--- src/rtl/capture_ctrl_if.sv ---
// Camera capture controller bus: request/abort controls, camera timing
// inputs, the pixel strobe, and the gated frame-buffer write plus status.
interface capture_ctrl_if #(
    parameter int AW = 15
);
    logic          start;
    logic          stop;
    logic          mode_cont;
    logic          vsync;
    logic          href;
    logic          cam_px_wr;
    logic          mem_wr;
    logic          busy;
    logic          done;
    logic          frame_err;
    logic [7:0]    frame_cnt;
    logic [AW-1:0] pix_cnt;

    // Side that drives requests and camera timing (host / camera model)
    modport master (
        output start, stop, mode_cont, vsync, href, cam_px_wr,
        input  mem_wr, busy, done, frame_err, frame_cnt, pix_cnt
    );

    // The capture controller itself
    modport slave (
        input  start, stop, mode_cont, vsync, href, cam_px_wr,
        output mem_wr, busy, done, frame_err, frame_cnt, pix_cnt
    );
endinterface

--- src/rtl/capture_ctrl.sv ---
// Frame capture controller: arms on start, opens a frame on the falling edge
// of vsync, gates pixel writes into the frame buffer, counts pixels and lines,
// and closes the frame on the next rising edge of vsync with an error status.
module capture_ctrl #(
    parameter int AW     = 15,
    parameter int NPIX   = 19200,
    parameter int NLINES = 120
) (
    input  logic            pclk,
    input  logic            rst,
    capture_ctrl_if.slave   bus
);
    // Line counter is one value wider than NLINES can need, so that a frame
    // with too many lines saturates above NLINES and is still flagged.
    localparam int             LW       = $clog2(NLINES + 2);
    localparam logic [AW-1:0]  NPIX_W   = AW'(NPIX);
    localparam logic [LW-1:0]  NLINES_W = LW'(NLINES);
    localparam logic [LW-1:0]  LINE_MAX = '1;

    typedef enum logic [1:0] {IDLE, ARM, CAPT, DONE} state_t;

    state_t        r_state;
    logic          r_vsyncD;
    logic          r_hrefD;
    logic          r_errOvf;
    logic          r_stopPend;
    logic          r_busy;
    logic          r_done;
    logic          r_frameErr;
    logic [7:0]    r_frameCnt;
    logic [AW-1:0] r_pixCnt;
    logic [LW-1:0] r_lineCnt;

    logic          w_vsFall;
    logic          w_vsRise;
    logic          w_hrefFall;
    logic          w_pixRoom;
    logic          w_memWr;
    logic          w_errOvfNext;
    logic [AW-1:0] w_pixNext;
    logic [LW-1:0] w_lineNext;

    assign w_vsFall   = r_vsyncD & ~bus.vsync;
    assign w_vsRise   = ~r_vsyncD & bus.vsync;
    assign w_hrefFall = r_hrefD & ~bus.href;

    // The write gate is combinational so the strobe reaches the buffer in the
    // same cycle as the pixel data; a full frame blocks further writes.
    assign w_pixRoom    = (r_pixCnt < NPIX_W);
    assign w_memWr      = (r_state == CAPT) & bus.cam_px_wr & w_pixRoom;
    assign w_errOvfNext = r_errOvf | (bus.cam_px_wr & ~w_pixRoom);
    assign w_pixNext    = w_memWr ? (r_pixCnt + AW'(1)) : r_pixCnt;
    assign w_lineNext   = (w_hrefFall && (r_lineCnt != LINE_MAX))
                          ? (r_lineCnt + LW'(1)) : r_lineCnt;

    assign bus.mem_wr    = w_memWr;
    assign bus.busy      = r_busy;
    assign bus.done      = r_done;
    assign bus.frame_err = r_frameErr;
    assign bus.frame_cnt = r_frameCnt;
    assign bus.pix_cnt   = r_pixCnt;

    // Capture FSM with its counters, sync-edge history and registered status
    always_ff @(posedge pclk or negedge rst) begin
        if (!rst) begin
            r_state    <= IDLE;
            r_vsyncD   <= 1'b0;
            r_hrefD    <= 1'b0;
            r_errOvf   <= 1'b0;
            r_stopPend <= 1'b0;
            r_busy     <= 1'b0;
            r_done     <= 1'b0;
            r_frameErr <= 1'b0;
            r_frameCnt <= 8'd0;
            r_pixCnt   <= '0;
            r_lineCnt  <= '0;
        end else begin
            r_vsyncD <= bus.vsync;
            r_hrefD  <= bus.href;
            r_done   <= 1'b0;
            case (r_state)
                IDLE: begin
                    if (bus.start && !bus.stop) begin
                        r_state <= ARM;
                        r_busy  <= 1'b1;
                    end
                end
                ARM: begin
                    if (bus.stop) begin
                        r_state <= IDLE;
                        r_busy  <= 1'b0;
                    end else if (w_vsFall) begin
                        r_state    <= CAPT;
                        r_pixCnt   <= '0;
                        r_lineCnt  <= '0;
                        r_errOvf   <= 1'b0;
                        r_stopPend <= 1'b0;
                    end
                end
                CAPT: begin
                    r_pixCnt   <= w_pixNext;
                    r_lineCnt  <= w_lineNext;
                    r_errOvf   <= w_errOvfNext;
                    r_stopPend <= r_stopPend | bus.stop;
                    if (w_vsRise) begin
                        r_state    <= DONE;
                        r_done     <= 1'b1;
                        r_frameErr <= w_errOvfNext
                                      | (w_pixNext != NPIX_W)
                                      | (w_lineNext != NLINES_W);
                        r_frameCnt <= r_frameCnt + 8'd1;
                    end
                end
                DONE: begin
                    if (bus.mode_cont && !r_stopPend && !bus.stop) begin
                        r_state <= ARM;
                    end else begin
                        r_state <= IDLE;
                        r_busy  <= 1'b0;
                    end
                end
                default: begin
                    r_state <= IDLE;
                    r_busy  <= 1'b0;
                end
            endcase
        end
    end
endmodule

--- src/flat_wrapper.sv ---
// flat-port wrapper written by rule: the top's interface ports become plain ports
module capture_ctrl_flat 
#(
    parameter int AW     = 15,
    parameter int NPIX   = 19200,
    parameter int NLINES = 120
)
  (pclk, rst, bus_start, bus_stop, bus_mode_cont, bus_vsync, bus_href, bus_cam_px_wr, bus_mem_wr, bus_busy, bus_done, bus_frame_err, bus_frame_cnt, bus_pix_cnt);
  capture_ctrl_if #(.AW(AW)) bus_i ();
  input  logic pclk;
  input  logic rst;
  input wire logic [$bits(bus_i.start)-1:0] bus_start;
  input wire logic [$bits(bus_i.stop)-1:0] bus_stop;
  input wire logic [$bits(bus_i.mode_cont)-1:0] bus_mode_cont;
  input wire logic [$bits(bus_i.vsync)-1:0] bus_vsync;
  input wire logic [$bits(bus_i.href)-1:0] bus_href;
  input wire logic [$bits(bus_i.cam_px_wr)-1:0] bus_cam_px_wr;
  output wire logic [$bits(bus_i.mem_wr)-1:0] bus_mem_wr;
  output wire logic [$bits(bus_i.busy)-1:0] bus_busy;
  output wire logic [$bits(bus_i.done)-1:0] bus_done;
  output wire logic [$bits(bus_i.frame_err)-1:0] bus_frame_err;
  output wire logic [$bits(bus_i.frame_cnt)-1:0] bus_frame_cnt;
  output wire logic [$bits(bus_i.pix_cnt)-1:0] bus_pix_cnt;
  assign bus_i.start = bus_start;
  assign bus_i.stop = bus_stop;
  assign bus_i.mode_cont = bus_mode_cont;
  assign bus_i.vsync = bus_vsync;
  assign bus_i.href = bus_href;
  assign bus_i.cam_px_wr = bus_cam_px_wr;
  assign bus_mem_wr = bus_i.mem_wr;
  assign bus_busy = bus_i.busy;
  assign bus_done = bus_i.done;
  assign bus_frame_err = bus_i.frame_err;
  assign bus_frame_cnt = bus_i.frame_cnt;
  assign bus_pix_cnt = bus_i.pix_cnt;
  capture_ctrl #(.AW(AW), .NPIX(NPIX), .NLINES(NLINES)) u_core (.pclk(pclk), .rst(rst), .bus(bus_i));
endmodule
--- config.mk ---
export PLATFORM = sky130hd
export DESIGN_NAME = capture_ctrl_flat
export DESIGN_NICKNAME = d
export VERILOG_FILES = /design/src/rtl/capture_ctrl_if.sv /design/src/rtl/capture_ctrl.sv /design/src/flat_wrapper.sv
export SDC_FILE = /design/constraint.sdc
export NUM_CORES = 1
export LEC_CHECK = 0
export BUFFER_PORTS_ARGS = -buffer_cell sky130_fd_sc_hd__buf_2
export CAP_MARGIN = 40
export CORE_ASPECT_RATIO = 0.7
export CORE_MARGIN = 8
export CORE_UTILIZATION = 45
export DETAILED_ROUTE_END_ITERATION = 16
export PLACE_DENSITY = 0.66
export RECOVER_POWER = 100
export SLEW_MARGIN = 20
export SYNTH_ARGS = -nofsm -noshare
export SYNTH_HDL_FRONTEND = slang
export SYNTH_SLANG_ARGS = --single-unit
--- constraint.sdc ---
create_clock -name pclk -period 6.5 [get_ports pclk]
set_input_delay 0.65 -clock pclk [delete_from_list [all_inputs] [get_ports pclk]]
set_output_delay 0.65 -clock pclk [all_outputs]
set_load 0.01 [all_outputs]
==> flow_metrics.py <==
metrics = {
    "synth": {
        "ys_ff_latch": 39,
        "yosysSeqAreaShare_pct": 46.6,
        "synth_top_area_cell": "dfrtp_1",
        "netlist_top_cells_area": "dfrtp_1 47%, o21ai_0 5.5%, nor2_1 3.9%",
        "synth_warnings": 0,
        "netlist_instances": 222,
        "ys.flop_type": "dfrtp_1",
        "synth_async_sr_flop_share_pct": 100,
        "syn_avg_cell_area_um2": 9.44,
        "synth_area_um2": 2100,
        "synth_top_area_share_pct": 46.6,
        "syn_nets": 233,
        "synth_cell_type_count": 53,
        "synth-edff-count": 0,
    },
    "detailed_routing": {
        "drtAntennaViolNets": 0,
        "drtIter0Drc": 170,
        "firstDrtPassIters": 4,
        "wl_um": 5440,
        "drc_errors": 0,
        "routed_via_density": 5.84,
        "wl_per_cell_um": 17.1,
        "num_vias": 1856,
    },
    "global_route": {
        "grt_usage_pct": 15.4,
        "grt_pass1_vias": 1703,
        "antenna_found_initial": 0,
        "grt.overflow.total": 0,
        "grt_pass1_wl_um": 8900,
        "grt_max_degree": 23,
    },
    "setup_path": {
        "cp.required_ns": 6.68,
        "cp_num_cells": 6,
        "cp-start-kind": "flop",
        "critPathKind": "reg -> reg",
        "cp_cell_sequence": "nand2b_1 > nor3b_1 > nand4_1 > a2111o_1 > nor4_1 > a31oi_1",
        "end_kind": "flop",
        "r2r_end": "u_core.bus.frame_err$_DFFE_PN0P_",
        "timing.rr.start": "u_core.r_state[0]$_DFFE_PN0P_",
        "cpPeakStageDelay_ns": 1.06,
        "reg2regPathDepth": 6,
        "reg2reg_slack_ns": 3.61,
        "critPathLaunch": "u_core.r_state[0]$_DFFE_PN0P_",
        "cp_slowest_cell": "nor3b_1",
        "arrival_ns": 3.07,
        "worstPathBufferInverterCount": 0,
        "cp-endpoint": "u_core.bus.frame_err$_DFFE_PN0P_",
        "cp_max_fo": 10,
        "critPathTopFamily": "simple AND/OR/NAND/NOR gates",
    },
    "final_layout": {
        "n_fill_cell": 415,
        "fin_nets": 273,
        "synthToLayoutAreaGrowth_pct": 13.4,
        "n_antenna_cell": 0,
        "multi_input_area_um2": 1050,
        "final-seq-area_um2": 976,
        "fin_cells": 318,
        "drive_above_1_share_pct": 7.22,
    },
    "clock_tree": {
        "root_buffer": "clkbuf_8",
        "cts_buffer_depth": 2,
        "hold_buffers": 0,
        "cts-htree-levels": 2,
        "clock_latency_ns": 0.29,
        "postCtsSetupBuffers": 0,
        "cts_tree": "built",
        "post_cts_resized": 0,
        "clk_pin_slew_worst_paths_ns": 0.08,
        "cts_inserted_buffers": 5,
        "cts.sinks": 39,
    },
    "job": {
        "drv_cap": 0,
    },
    "timing": {
        "fin_crit_ns": 2.89,
        "worst_pin_slew_ns": 1.26,
        "setup_viol": 0,
        "skew_ns": 0.0104,
        "fmax_ghz": 0.346,
        "final_hold_viol_count": 0,
        "finalMaxSlewViolations": 0,
        "rsz0062_at_grt": "no",
        "timing.final.crit_share_pct": 44.5,
        "setup_tns_ns": 0,
        "relSlewSlack_pct": 16.0,
    },
    "die": {
        "row_count": 20,
        "dieArea_um2": 7130,
        "io_pins": 35,
        "fp.dieW_um": 97.6,
        "core-area_um2": 4400,
        "start_util_pct": 47.6,
        "fp.dieH_um": 73.1,
    },
    "placed_design": {
        "dp_cells": 310,
        "dp_hpwl_um": 4020,
        "place.gp.congestion": 0.894,
        "portBuffers": 34,
    },
    "power_and_ir_drop": {
        "irDropWorstVdd_mv": 0.178,
        "p_leak_nw": 0.966,
        "powerDensity_nw_per_um2": 273,
        "finalPower_uw": 650,
    },
    "hold_path": {
        "holdCritPathClass": "reg -> reg",
    },
    "status": {
        "status": "finished clean",
    },
}
[synthesized netlist by cell type, drive strengths merged, types with 2 or more instances]
cell    instances
xnor2           4
a41oi           2
o21ai          23
a21oi          15
and4            3
a211oi          2
a31oi           7
nor4            2
ha              3
nand2          19
clkbuf          3
nand2b          2
mux2i           2
dfrtp          39
or3             3
nor3            2
a2111o          2
xor2            4
o21a            3
nor2           22
nor4b           3
o22ai           2
nor2b           4
nand4           7
inv             8
nand3          13
[cell usage in the layout (no fill, tap or decap), types with 2 or more instances in the layout]
cell	instances
xor2_1	4
xnor2_1	4
clkbuf_8	7
nor2_1	22
dfrtp_1	39
nand2_1	19
or3_1	3
nor4b_1	3
inv_1	8
nor3_1	2
o21ai_0	23
buf_2	4
a41oi_1	2
nand2b_1	2
mux2i_1	2
o22ai_1	2
nor2b_1	4
ha_1	3
a31oi_1	7
nand3_1	13
nor4_1	2
a211oi_1	2
o21a_1	3
clkbuf_1	31
a21oi_1	15
nand4_1	7
a2111o_1	2
[cell type report]
class / instances / share of cell area (%)
Inverter: 9 / 1.42
Timing Repair Buffer: 36 / 6.05
Tap cell: 55 / 2.89
Sequential cell: 39 / 41.1
Clock inverter: 1 / 0.316
Multi-Input combinational cell: 171 / 44.2
Clock buffer: 7 / 4.05
[routing by layer]
metal,GRT usage [%],vias to the layer above,share of wire [%]
met5,0,-,0
met2,21.0,69,42
met1,22.7,860,49
met4,4.52,0,0.96
li1,-,920,-
met3,4.16,7,8.1
[where the power goes]
group          internal (mW)  switching [mW]  total (mW)
logic                 0.0565          0.0864       0.143
clock network         0.0965          0.0846       0.181
registers              0.275          0.0502       0.326
[state kept, by name, indices dropped and copies added, names as in the netlist, named ones only]
| signal | flops |
|---|---|
| u_core.bus.busy | 1 |
| u_core.bus.done | 1 |
| u_core.bus.frame_cnt | 8 |
| u_core.bus.frame_err | 1 |
| u_core.bus.pix_cnt | 15 |
| u_core.r_errOvf | 1 |
| u_core.r_hrefD | 1 |
| u_core.r_lineCnt | 7 |
| u_core.r_state | 1 |
| u_core.r_stopPend | 1 |
| u_core.r_vsyncD | 1 |
[stage by stage]
stage                     util [%]  area (µm²)  worst slack (ns)  hold slack, ns
final                         54.0        2380              3.61           0.479
after floorplan                  -        2100              4.25           0.354
after detailed placement      53.6        2360              3.94           0.462
after global routing          54.0        2380              3.39           0.479
after CTS                     55.9        2460              3.84           0.323
after global placement        52.9        2330              3.86           0.456
[worst min path at each step]
stage | startpoint | to | slack [ns] | cells past startpoint
after detailed placement | u_core.bus.frame_cnt[7]$_DFFE_PN0P_ | u_core.bus.frame_cnt[7]$_DFFE_PN0P_ | 0.46 | 1
after floorplan | rst | asynchronous set/reset pin | 0.35 | 0
after global placement | u_core.bus.frame_cnt[7]$_DFFE_PN0P_ | u_core.bus.frame_cnt[7]$_DFFE_PN0P_ | 0.46 | 1
final | u_core.bus.frame_cnt[7]$_DFFE_PN0P_ | u_core.bus.frame_cnt[7]$_DFFE_PN0P_ | 0.48 | 1
after CTS | rst | u_core.r_state[0]$_DFFE_PN0P_ | 0.32 | 1
after global routing | bus_vsync | u_core.r_vsyncD$_DFF_PN0_ | 0.48 | 1
[kinds of logic (layout without fill, tap and decap cells)]
| kind of cell | Yosys count | count (layout) | synth area share, % |
|---|---|---|---|
| AO/OA/AOI/OAI | 70 | 70 | 22.0 |
| XOR/XNOR | 8 | 8 | 3.34 |
| adder cells (fa/ha/maj) | 3 | 3 | 1.79 |
| buffers and inverters | 12 | 53 | 2.15 |
| flip-flops | 39 | 39 | 46.6 |
| multiplexers | 3 | 3 | 1.49 |
| AND/OR/NAND/NOR | 87 | 87 | 22.6 |
Note: power is estimated with default switching activity, not from simulation.
